## src/rtl/int_dispatch.sv

```systemverilog
// Interrupt controller for the SM83 core: IF/IE registers, IME with EI delay,
// HALT wake-up and the 5-M-cycle dispatch sequencer that places the vector on bro.
module int_dispatch (
    input  logic       CLK,
    input  logic       RES,
    input  logic       mstep,
    input  logic       fetch_boundary,
    input  logic [4:0] irq_set,
    input  logic       if_we,
    input  logic       ie_we,
    input  logic [7:0] wdata,
    output logic [7:0] if_rdata,
    output logic [7:0] ie_rdata,
    input  logic       op_ei,
    input  logic       op_di,
    input  logic       op_reti,
    input  logic       op_halt,
    output logic       int_req,
    output logic [2:0] disp_state,
    output logic [4:0] bro,
    output logic       ime,
    output logic       halted,
    output logic       halt_bug
);
    localparam logic [2:0] S_IDLE = 3'd0;
    localparam logic [2:0] S_D1   = 3'd1;
    localparam logic [2:0] S_D3   = 3'd3;
    localparam logic [2:0] S_D4   = 3'd4;
    localparam logic [2:0] S_D5   = 3'd5;

    logic [4:0] if_q;
    logic [7:0] ie_q;
    logic       ei_pend;
    logic [2:0] state;
    logic [4:0] vec_q;
    logic [4:0] masked;
    logic       pending;
    logic       take;
    logic [2:0] vec_idx;
    logic       vec_hit;
    logic [4:0] ack_mask;

    assign masked     = if_q & ie_q[4:0];
    assign pending    = |masked;
    assign take       = (state == S_IDLE) && fetch_boundary && ime && pending;
    assign int_req    = mstep && take;
    assign if_rdata   = {3'b111, if_q};
    assign ie_rdata   = ie_q;
    assign disp_state = state;

    // Lowest index wins.
    always_comb begin
        vec_idx = 3'd0;
        vec_hit = 1'b0;
        for (int i = 4; i >= 0; i--) begin
            if (masked[i]) begin
                vec_idx = 3'(i);
                vec_hit = 1'b1;
            end
        end
    end

    always_comb begin
        ack_mask = 5'd0;
        if (mstep && (state == S_D3) && vec_hit)
            ack_mask = 5'b00001 << vec_idx;
    end

    // A request arriving in the same CLK beats both a write and the acknowledge.
    always_ff @(posedge CLK or posedge RES) begin
        if (RES) begin
            if_q <= 5'd0;
            ie_q <= 8'd0;
        end else begin
            if_q <= ((if_we ? wdata[4:0] : if_q) & ~ack_mask) | irq_set;
            if (ie_we)
                ie_q <= wdata;
        end
    end

    always_ff @(posedge CLK or posedge RES) begin
        if (RES) begin
            state <= S_IDLE;
        end else if (mstep) begin
            if (state == S_IDLE) begin
                if (take)
                    state <= S_D1;
            end else if (state == S_D5) begin
                state <= S_IDLE;
            end else begin
                state <= state + 3'd1;
            end
        end
    end

    // Vector is frozen at the end of D3 so IE writes by the PCH push can cancel it.
    always_ff @(posedge CLK or posedge RES) begin
        if (RES) begin
            vec_q <= 5'd0;
            bro   <= 5'd0;
        end else if (mstep) begin
            if (state == S_D3)
                vec_q <= vec_hit ? {2'b01, vec_idx} : 5'd0;
            bro <= (state == S_D4) ? vec_q : 5'd0;
        end
    end

    always_ff @(posedge CLK or posedge RES) begin
        if (RES) begin
            ime     <= 1'b0;
            ei_pend <= 1'b0;
        end else if (mstep) begin
            if (take || op_di) begin
                ime     <= 1'b0;
                ei_pend <= 1'b0;
            end else begin
                if (op_reti || (fetch_boundary && ei_pend))
                    ime <= 1'b1;
                if (op_ei)
                    ei_pend <= 1'b1;
                else if (fetch_boundary)
                    ei_pend <= 1'b0;
            end
        end
    end

    always_ff @(posedge CLK or posedge RES) begin
        if (RES) begin
            halted   <= 1'b0;
            halt_bug <= 1'b0;
        end else if (mstep) begin
            halt_bug <= op_halt && pending && !ime;
            if (op_halt && !pending)
                halted <= 1'b1;
            else if (halted && pending)
                halted <= 1'b0;
        end
    end
endmodule

```

## config.mk

```make
export PLATFORM = sky130hd
export DESIGN_NAME = int_dispatch
export DESIGN_NICKNAME = d
export VERILOG_FILES = /design/src/rtl/int_dispatch.sv
export SDC_FILE = /design/constraint.sdc
export NUM_CORES = 1
export LEC_CHECK = 0
export ABC_AREA = 1
export CAP_MARGIN = 10
export CORE_UTILIZATION = 30
export CTS_CLUSTER_DIAMETER = 80
export DETAILED_ROUTE_END_ITERATION = 7
export PLACE_DENSITY = 0.55
export SETUP_SLACK_MARGIN = 0.2
export SYNTH_ARGS = -nofsm -noshare
export SYNTH_HDL_FRONTEND = slang
export SYNTH_SLANG_ARGS = --single-unit
```

## constraint.sdc

```tcl
create_clock -name CLK -period 1.9 [get_ports CLK]
set_clock_uncertainty 0.2 [all_clocks]
set_input_delay 0.19 -clock CLK [delete_from_list [all_inputs] [get_ports CLK]]
set_output_delay 0.19 -clock CLK [all_outputs]
set_load 0.05 [all_outputs]
```

## After elaboration in Yosys (flattened, before gate mapping)

Index checks and enable logic that the tools add are counted.

- Register bits after elaboration: 30
- Input bits: 23
- Logic and storage cells: 68
- Output and inout bits: 28

- Reductions and logical operators: 25
- $add $sub $neg: 1
- Bitwise gates (word level): 4
- Shifts and indexed selects: 1
- Equality and inequality tests: 4
- Multiplexer cells: 24

Operator list:

| operator | count |
|---|---|
| 2-to-1 mux 3 bit | 8 |
| 2-to-1 mux 5 bit | 3 |
| 2-to-1 mux 1 bit | 12 |
| logical AND 1 bit | 11 |
| bitwise AND 5 bit | 2 |
| AND reduction 2 bit | 5 |
| == test 3 bit (second input constant) | 2 |
| inverter 5 bit | 1 |
| OR 5 bit | 1 |
| OR reduction 5 bit | 1 |
| << shifter 1 x 3 -> 5 bit (first input constant) | 1 |
| 2-to-1 mux 4 bit | 1 |
| nonzero test 2 bit | 2 |
| adder 3 x 1 -> 3 bit (second input constant) | 1 |
| == test 3 x 2 -> 1 bit (second input constant) | 1 |
| zero test 3 bit | 1 |
| nonzero test 3 bit | 1 |
| zero test 1 bit | 2 |
| logical OR 1 bit | 2 |
| inequality test 2 bit (second input constant) | 1 |

## Logic depth before layout (Yosys ltp)

Gate-level depths: netlist of run 1.

- Word-level depth: 11
- Depth in mapped cells: 8
- Depth with buffers taken out: 8

## Worst setup path before layout of run 1

OpenSTA, ideal clock, no wires.

- Path type: register to output
- Start point: reg if_q[1]
- End point: out int_req
- Arrival: 1445 ps
- Required time: 1510 ps
- Setup slack: 65 ps
- Buffers on the path: 0
- Stages on the path, launching flop included: 7
- Cell sequence: dfrtp_1 nand2_1 nand2_2 nor2_2 nand2_2 nand3_4 inv_1

- Cells in the longest elaborated chain, start to end: 4

Ends and longest elaborated chain:

| element | RTL line | text |
|---|---|---|
| start: declaration | 31 | `logic [4:0] if_q;` |
| start signal: assignment | 75 | `if_q <= ((if_we ? wdata[4:0] : if_q) & ~ack_mask) \| irq_set;` |
| bitwise AND 5 bit | 43 | `assign masked = if_q & ie_q[4:0];` |
| OR reduction 5 bit | 44 | `assign pending = \|masked;` |
| logical AND 1 bit | 45 | `assign take = (state == S_IDLE) && fetch_boundary && ime && pending;` |
| logical AND 1 bit | 46 | `assign int_req = mstep && take;` |
| end: declaration | 18 | `output logic int_req,` |

No other way between the ends.

## Worst setup path after layout of run 1

- Start point: reg ie_q[3] (netlist: ie_rdata[3])
- End point: out int_req

- Cells in the longest elaborated chain, start to end: 4

Ends and longest elaborated chain:

| element | RTL line | text |
|---|---|---|
| start: declaration | 32 | `logic [7:0] ie_q;` |
| start signal: assignment | 77 | `ie_q <= wdata;` |
| bitwise AND 5 bit | 43 |  |
| OR reduction 5 bit | 44 |  |
| logical AND 1 bit | 45 |  |
| logical AND 1 bit | 46 |  |

No other way between the ends.

==> results.yml, run 1 <==
route:
  antenna_violating_nets_post_route: 0
  postRouteWirelength_um: 3040
  via_count: 1137
  drt-vias-per-instance: 4.60
  route.detailed.drc: 0
  detail_route.iter0.violations: 51
  drt_first_pass_iters: 4
  wirelength_per_cell_um: 12.3
worst_setup_path:
  path_buf_inv: 2
  biggest_cell_delay_along_the_critical_path_ns: 0.43
  start_kind: "flip-flop"
  worstPathCellList: "nand2_2 -> nand2_2 -> nor2_4 -> nand2_4 -> nand3_4 -> clkinvlp_4 -> buf_12"
  critPathArrivalTime_ns: 1.41
  worst-endpoint-required_ns: 1.51
  critical_path_class: "reg2out"
  critical-path-slowest-cell: "dfrtp_2"
  timing.critical_path.mode_cell: "nand2_2"
  rrSetupSlack_ns: 0.31
  critical_path.max_fanout: 3
  crit_family: "simple AND/OR/NAND/NOR gates"
  critPathCaptureType: "output pin"
global_routing:
  first_global_vias: 1189
  grt-ovfl-total: 0
  grt_util_all_layers: 0.136
  grt_start_max_net_pins: 29
  grt_pass1_wl_um: 5350
  grt_antenna_before_repair: 0
sta:
  hold_viol: 0
  period_minus_slack_ns: 1.80
  post-route-worst-setup-slack_ns: 0.105
  tns_ns: 0
  min_period_over_period: 0.945
  final.hold.worst_slack_ns: 0.0672
  final-setup-viol-count: 0
  timing.final.max_slew_violations: 0
  rsz_0062_raised_after_global_routing: "true"
  fmax_ghz: 0.557
job:
  cap_viol_max_count: 0
floorplan:
  io_pins: 51
  dieArea_sq_um: 4810
  fp.coreArea_sq_um: 4350
  chipWidth_um: 69.3
  floorplan.die.height_um: 69.3
  initial_core_utilization: 0.312
  row_count: 24
power_and_ir_drop:
  power_switching_share: 0.411
  irDropWorstVdd_v: 0.000758
  combinationalPowerShare: 0.424
  clock_share_of_power: 0.177
  share_seq_of_total_power: 0.399
  power_density_nw_per_um2: 1050
  p_sw_mw: 0.847
  power_leakage_nw: 0.911
  internal_power_mw: 1.22
logic_synthesis:
  flip_flop_cell_with_the_highest_count_after_synthesis: "dfrtp_1"
  synth.top_cells.by_count: "nand2_1, dfrtp_1, mux2_2, inv_1"
  avgSynthCellArea_sq_um: 9.65
  ys_warn_count: 0
  number_of_unique_standard_cell_types_used_by_synthesis: 29
  asr_flop_ratio_synth: 1.00
  synth_seq_area_share: 0.515
  synth_enable_flop_cells: 0
  yosysTopAreaCell: "dfrtp_1"
  netlist_top_cells_area: "dfrtp_1, nand2_1, mux2_2, inv_1, nand2_2"
  synth.most_common_cell: "nand2_1"
  ys_seq_elements: 28
  synthesis.instances: 141
  synth_largest_type_area_fraction: 0.515
  netlist_area_before_placement_sq_um: 1360
clock_network:
  cts_buffers: 3
  post_cts_hold_buffer_count: 0
  tritoncts: "yes"
  clock_latency_ns: 0.27
  ctsRootBufferMaster: "clkbuf_8"
  cts-htree-levels: 1
  number_of_sinks_on_the_clock_net: 28
  clkTransAtPathRegs_ns: 0.09
  cts_buffer_depth: 2
final_layout:
  utilization: 0.451
  signed_area_change_from_the_synthesized_netlist_to_the_final_layout_pct: 44.3
  fillers: 411
  layout.cells.non_filler: 247
  antenna_cells: 0
  final_layout_size_suffix_gt1_frac: 0.344
  design.final.nets: 220
placement:
  hpwl_dp_um: 2330
  place.gp.congestion: 0.756
  placement.setup.worst_slack_ns: 0.213
  placed_cells: 238
  place.port_buffers: 46
run_status:
  result_of_the_run: "complete, no violations"
worst_hold_path:
  hold_class: "in2async"
[path summary, 6_finish.rpt]
| kind | startpoint | endpoint | cells past startpoint |
|---|---|---|---|
| max | ie_rdata[3] | int_req | 7 |
| min | RES | halted | 3 |
| max reg2reg | disp_state[0] | if_q[4] | 7 |
| min reg2reg | vec_q[3] | vec_q[3] | 2 |
| max in group asynchronous | RES | disp_state[0] | 3 |
| min in group CLK | irq_set[3] | if_q[3] | 3 |
[worst reg2reg max path, cell delays in order, from the launching register on]
cell	delay [ns]
dfrtp_2	0.44
nand2_1	0.07
inv_1	0.07
ha_1	0.15
nand2_1	0.12
inv_4	0.12
nand4_1	0.13
a21o_1	0.18
[cell usage in the layout (no fill, tap or decap)]
master | Yosys | final
o22ai_1 | 1 | 1
inv_1 | 11 | 10
a21oi_1 | 4 | 4
nor3b_1 | 1 | 1
nor2_4 | 1 | 3
o21ai_0 | 6 | 6
nand2_2 | 6 | 7
nand2_1 | 38 | 35
dfrtp_1 | 28 | 19
a21o_1 | 2 | 2
nand3_1 | 4 | 4
clkdlybuf4s50_1 | 0 | 22
buf_12 | 0 | 1
ha_1 | 1 | 1
nor2_1 | 4 | 4
nand3b_1 | 1 | 1
conb_1 | 2 | 4
o21bai_1 | 2 | 2
clkinvlp_4 | 0 | 1
o31ai_1 | 2 | 2
inv_2 | 1 | 1
buf_4 | 4 | 25
nand3_4 | 1 | 1
inv_4 | 0 | 1
a221oi_1 | 1 | 1
a22oi_1 | 1 | 1
nand2_4 | 0 | 2
nand4_1 | 1 | 1
clkbuf_8 | 1 | 4
mux2i_1 | 1 | 1
dlygate4sd2_1 | 0 | 6
dfrtp_2 | 0 | 9
mux2_2 | 12 | 12
[repair_timing]
action	4_1_cts	5_1_grt
buffers inserted	3	2
setup endpoints to repair	7	4
pin swaps	2	2
resized for setup	10	4
[registers in the layout, summed over array words and instances, names as in the netlist]
signal,cells
ie_rdata,8
if_q,5
bro,4
vec_q,4
disp_state,3
ei_pend,1
halt_bug,1
halted,1
ime,1
[layout make-up]
| cell class | count | area (sq um) | share of cell area |
|---|---|---|---|
| well taps | 52 | 65.1 | 0.0331 |
| repair buffers | 54 | 480 | 0.245 |
| flip-flops and latches | 28 | 712 | 0.363 |
| multi-input cells | 96 | 596 | 0.303 |
| clock buffers | 4 | 55.1 | 0.0280 |
| inverters | 13 | 55.1 | 0.0280 |
[per-layer routing]
metal  global-route usage  vias to the layer above  part of all wire  routed length (um)
met4               0.0454                        0             0.012                  36
met5                    0                        -                 0                   0
met3               0.0407                        5             0.067                 205
met2                0.218                       45              0.46                1400
met1                0.176                      529              0.46                1400
li1                     -                      558                 -                   -
[power groups by stage]
stage / logic (mW) / clock network, mW / registers [mW]
after detailed placement: 0.854 / 0 / 0.826
after global routing: 0.953 / 0.410 / 0.839
after CTS: 0.869 / 0.380 / 0.821
after floorplan: 0.352 / 0 / 1.06
final: 0.875 / 0.366 / 0.822
after global placement: 0.846 / 0 / 0.822
[through the flow]
step | instance area [sq um] | total power, mW
after global placement | 1850 | 1.67
final | 1960 | 2.06
after CTS | 1930 | 2.07
after detailed placement | 1850 | 1.68
after floorplan | 1380 | 1.42
after global routing | 1960 | 2.20
[cell families (layout without fill, tap and decap cells)]
group           after synthesis  count (layout)  synth area share
simple gates                 59              59             0.204
other cells                   2               4           0.00552
flops                        28              28             0.515
compound gates               19              19            0.0865
mux                          13              13             0.107
buf+inv                      19              71            0.0727
fa+ha+maj                     1               1           0.00920
No activity file was read; power rests on OpenSTA's default activity.
==> run 2, diff against run 1 <==
- CORE_MARGIN: default -> 3
==> results.yml, run 2 (synthesis results as in run 1) <==
sta:
  timing.final.max_slew_violations: 0
  rsz_0062_raised_after_global_routing: "true"
  min_period_over_period: 0.960
  final-setup-viol-count: 0
  period_minus_slack_ns: 1.82
  hold_viol: 0
  tns_ns: 0
  fmax_ghz: 0.548
clock_network:
  clock_latency_ns: 0.28
  number_of_sinks_on_the_clock_net: 28
  ctsRootBufferMaster: "clkbuf_8"
  cts_buffer_depth: 2
  tritoncts: "yes"
  clkTransAtPathRegs_ns: 0.10
  cts_buffers: 3
  cts-htree-levels: 1
route:
  drt-vias-per-instance: 4.63
  detail_route.iter0.violations: 52
  postRouteWirelength_um: 3440
  wirelength_per_cell_um: 13.6
  drt_first_pass_iters: 4
  route.detailed.drc: 0
  via_count: 1166
  antenna_violating_nets_post_route: 0
global_routing:
  grt_start_max_net_pins: 29
  grt-ovfl-total: 0
  grt_antenna_before_repair: 0
  first_global_vias: 1231
  grt_pass1_wl_um: 5630
  grt_util_all_layers: 0.134
worst_setup_path:
  worst-endpoint-required_ns: 1.51
  critical_path_class: "reg2out"
  critPathCaptureType: "output pin"
  critPathArrivalTime_ns: 1.43
  rr_worst_depth: 8
  start_kind: "flip-flop"
  critical_path.max_fanout: 3
final_layout:
  final_layout_size_suffix_gt1_frac: 0.351
  mostFrequentLayoutCell: "nand2_1"
  utilization: 0.486
  antenna_cells: 0
  fillers: 400
  signed_area_change_from_the_synthesized_netlist_to_the_final_layout_pct: 49.1
  design.final.nets: 227
  area_used_by_multi_input_combinational_logic_sq_um: 593
  layout.cells.non_filler: 252
  largest_reg_flops: 8
  most-common-layout-cells: "nand2_1, buf_4, clkdlybuf4s50_1"
  seqCellArea_sq_um: 712
power_and_ir_drop:
  p_sw_mw: 0.871
  irDropWorstVdd_v: 0.000487
  power_leakage_nw: 0.964
  power_density_nw_per_um2: 1080
  combinationalPowerShare: 0.411
  clock_share_of_power: 0.217
  internal_power_mw: 1.33
  share_seq_of_total_power: 0.371
  power_switching_share: 0.396
run_status:
  result_of_the_run: "complete, no violations"
placement:
  place.port_buffers: 46
  placed_cells: 236
  hpwl_dp_um: 2460
  place.gp.congestion: 0.786
floorplan:
  dieArea_sq_um: 5380
  chipWidth_um: 73.3
  floorplan.die.height_um: 73.3
  fp.coreArea_sq_um: 4170
  row_count: 23
  initial_core_utilization: 0.326
  io_pins: 51
job:
  cap_viol_max_count: 0
worst_hold_path:
  hold_class: "in2async"
==> run 2: power by group through the flow <==
stage | Sequential, mW | Clock (mW) | Combinational [mW]
after CTS | 0.810 | 0.490 | 0.882
after global placement | 0.820 | 0 | 0.852
after global routing | 0.837 | 0.509 | 0.983
final | 0.816 | 0.478 | 0.904
after detailed placement | 0.824 | 0 | 0.863
after floorplan | 1.06 | 0 | 0.352
==> run 2: final timing paths <==
kind | to | startpoint | slack [ns]
max in group asynchronous | disp_state[2] | RES | 1.13
worst min register to register | vec_q[0] | vec_q[0] | 0.29
min in group CLK | if_q[3] | irq_set[3] | 0.23
worst min-delay path | ie_rdata[7] | RES | 0.07
worst max-delay path | int_req | ie_rdata[0] | 0.08
worst max register to register | ime | disp_state[0] | 0.30
==> run 2: what timing repair did <==
action,CTS,global route
pin swaps,1,4
setup buffers,7,5
endpoints found under the setup margin,9,1
gates cloned,0,0
resized for setup,9,5
hold buffers,0,0
==> run 2: layout make-up <==
class / count / share of cell area
clock buffers: 3 / 0.0204
clock inverters: 1 / 0.0148
inverters: 13 / 0.0265
multi-input cells: 96 / 0.292
flip-flops and latches: 28 / 0.351
well taps: 50 / 0.0308
repair buffers: 61 / 0.264
==> run 2: routing by layer <==
| metal | global-route usage | wire length (um) | vias to the layer above |
|---|---|---|---|
| met5 | 0 | 0 | - |
| met4 | 0.0584 | 46 | 0 |
| met3 | 0.0164 | 139 | 4 |
| met2 | 0.237 | 1780 | 26 |
| met1 | 0.162 | 1480 | 566 |
| li1 | - | - | 570 |
==> run 2: through the flow <==
step | hold WS, ns | setup WS [ns] | cell area, sq um | total power, mW
final | 0.0670 | 0.0758 | 2030 | 2.20
after detailed placement | 0.266 | 0.210 | 1850 | 1.69
after floorplan | 0.0548 | 0.173 | 1380 | 1.42
after CTS | 0.0857 | 0.0591 | 1970 | 2.18
after global routing | 0.133 | 0.0186 | 2030 | 2.33
after global placement | 0.266 | 0.242 | 1850 | 1.67
==> run 2: critical path, stage by stage (launching register included) <==
cell and delay [ns]:
dfrtp_1 0.42, nand2_2 0.13, nand2_4 0.08, nor2_4 0.13
nand2_4 0.07, nand3_4 0.07, clkinvlp_4 0.10, buf_12 0.15
==> run 3, diff against run 2 <==
- CTS_BUF_LIST: default -> sky130_fd_sc_hd__clkbuf_2
- REMOVE_ABC_BUFFERS: default -> 1
==> results.yml, run 3 (synthesis results as in run 1) <==
floorplan:
  io_pins: 51
  floorplan.die.height_um: 73.3
  initial_core_utilization: 0.326
  fp.coreArea_sq_um: 4170
  row_count: 23
  dieArea_sq_um: 5380
  chipWidth_um: 73.3
worst_setup_path:
  critPathCaptureType: "output pin"
  start_kind: "flip-flop"
  critical_path.max_fanout: 3
  biggest_cell_delay_along_the_critical_path_ns: 0.49
  worst-endpoint-required_ns: 1.51
  worstPathCellList: "nor2_4 -> nand2_2 -> nor2_4 -> nand3_4 -> inv_4 -> buf_12"
  critical_path_class: "reg2out"
  critPathArrivalTime_ns: 1.47
  crit-reg2reg-launch: "disp_state[1]"
  setup.worst_path.end: "int_req"
  rrSetupSlack_ns: 0.29
  critical-path-slowest-cell: "dfrtp_2"
  timing.critical_path.mode_cell: "nor2_4"
  reg2reg_to: "if_q[4]"
  first_element_of_the_critical_path: "disp_state[0]"
  rr_worst_depth: 8
global_routing:
  first_global_vias: 1221
  grt_start_max_net_pins: 29
  grt_antenna_before_repair: 0
  grt_pass1_wl_um: 5640
  grt_util_all_layers: 0.134
  grt-ovfl-total: 0
final_layout:
  most-common-layout-cells: "buf_4, nand2_1, dfrtp_1"
  largest_reg_flops: 8
  antenna_cells: 0
  layout.cells.non_filler: 260
  final_layout_size_suffix_gt1_frac: 0.386
  signed_area_change_from_the_synthesized_netlist_to_the_final_layout_pct: 52.0
  design.final.nets: 235
  mostFrequentLayoutCell: "buf_4"
clock_network:
  clkTransAtPathRegs_ns: 0.28
  ctsRootBufferMaster: "clkbuf_2"
  cts_buffer_depth: 2
  tritoncts: "yes"
  cts-htree-levels: 1
  cts_buffers: 3
  number_of_sinks_on_the_clock_net: 28
  clock_latency_ns: 0.38
sta:
  hold_viol: 0
  timing.final.max_slew_violations: 0
  post-route-worst-setup-slack_ns: 0.0440
  tns_ns: 0
  final.hold.worst_slack_ns: 0.0769
  period_minus_slack_ns: 1.86
  final-setup-viol-count: 0
  fmax_ghz: 0.539
  rsz_0062_raised_after_global_routing: "true"
  min_period_over_period: 0.977
route:
  postRouteWirelength_um: 3320
  via_count: 1182
  drt_first_pass_iters: 4
  detail_route.iter0.violations: 55
  route.detailed.drc: 0
  wirelength_per_cell_um: 12.8
  antenna_violating_nets_post_route: 0
  drt-vias-per-instance: 4.55
power_and_ir_drop:
  power_density_nw_per_um2: 1050
  irDropWorstVdd_v: 0.000460
  power_leakage_nw: 0.996
placement:
  placed_cells: 236
  place.gp.congestion: 0.759
  placement.setup.worst_slack_ns: 0.224
  hpwl_dp_um: 2430
  place.port_buffers: 46
run_status:
  result_of_the_run: "complete, no violations"
worst_hold_path:
  number_of_cells_on_the_worst_hold_path: 3
  hold_class: "in2reg"
job:
  cap_viol_max_count: 0
-- run 3: changes by cell type in the layout (fill, tap and decap cells not counted), sizes merged --
cell | before | now
clkinv | 1 | 0
dlygate4sd2 | 8 | 0
inv | 11 | 13
dlygate4sd3 | 0 | 1
buf | 31 | 45
-- run 3: worst min-delay path by stage --
stage | start | end | slack (ns)
CTS | irq_set[1] | if_q[1] | 0.05
global route | irq_set[1] | if_q[1] | 0.03
floorplan | RES | bro[0] | 0.06
finish | irq_set[1] | if_q[1] | 0.08
global placement | bro[2] | bro[2] | 0.27
detailed placement | vec_q[3] | vec_q[3] | 0.27
-- run 3: cell type report --
class	instances	area (sq um)
clock buffers	3	15.0
clock inverters	1	30.0
fillers	381	2110
inverters	13	53.8
multi-input cells	96	601
flip-flops and latches	28	702
well taps	50	62.6
repair buffers	68	596
repair inverters	1	7.51
-- run 3: report_power, final --
group,switching [mW],internal (mW)
logic,0.615,0.381
clock network,0.188,0.181
registers,0.0828,0.713
total,0.886,1.28
-- run 3: stage by stage --
step / utilization / cell area (sq um) / power (mW)
finish: 0.495 / 2070 / 2.16
global route: 0.495 / 2070 / 2.30
CTS: 0.482 / 2010 / 2.15
detailed placement: 0.435 / 1820 / 1.68
global placement: 0.435 / 1820 / 1.65
floorplan: - / 1320 / 1.39
-- run 3: worst max-delay path: cells and delay by family, from the launching register on --
family	cells	cell delay [ns]
buffers and inverters	2	0.18
and+or+nand+nor	4	0.42
DFF	1	0.49
-- run 3: routing by layer --
metal  vias to the layer above  share of wire  GRT usage
met2                        30           0.51      0.217
met1                       554           0.44      0.181
met4                         0          0.018     0.0563
li1                        593              -          -
met3                         5          0.036     0.0178
met5                         -              0          0
-- run 3: timing repair --
action	4_1_cts	5_1_grt
endpoints found under the hold margin	28	0
setup endpoints to repair	1	9
resized for setup	8	11
hold buffers	1	0
pin swaps	5	7
setup buffers	15	3
cloned	0	1
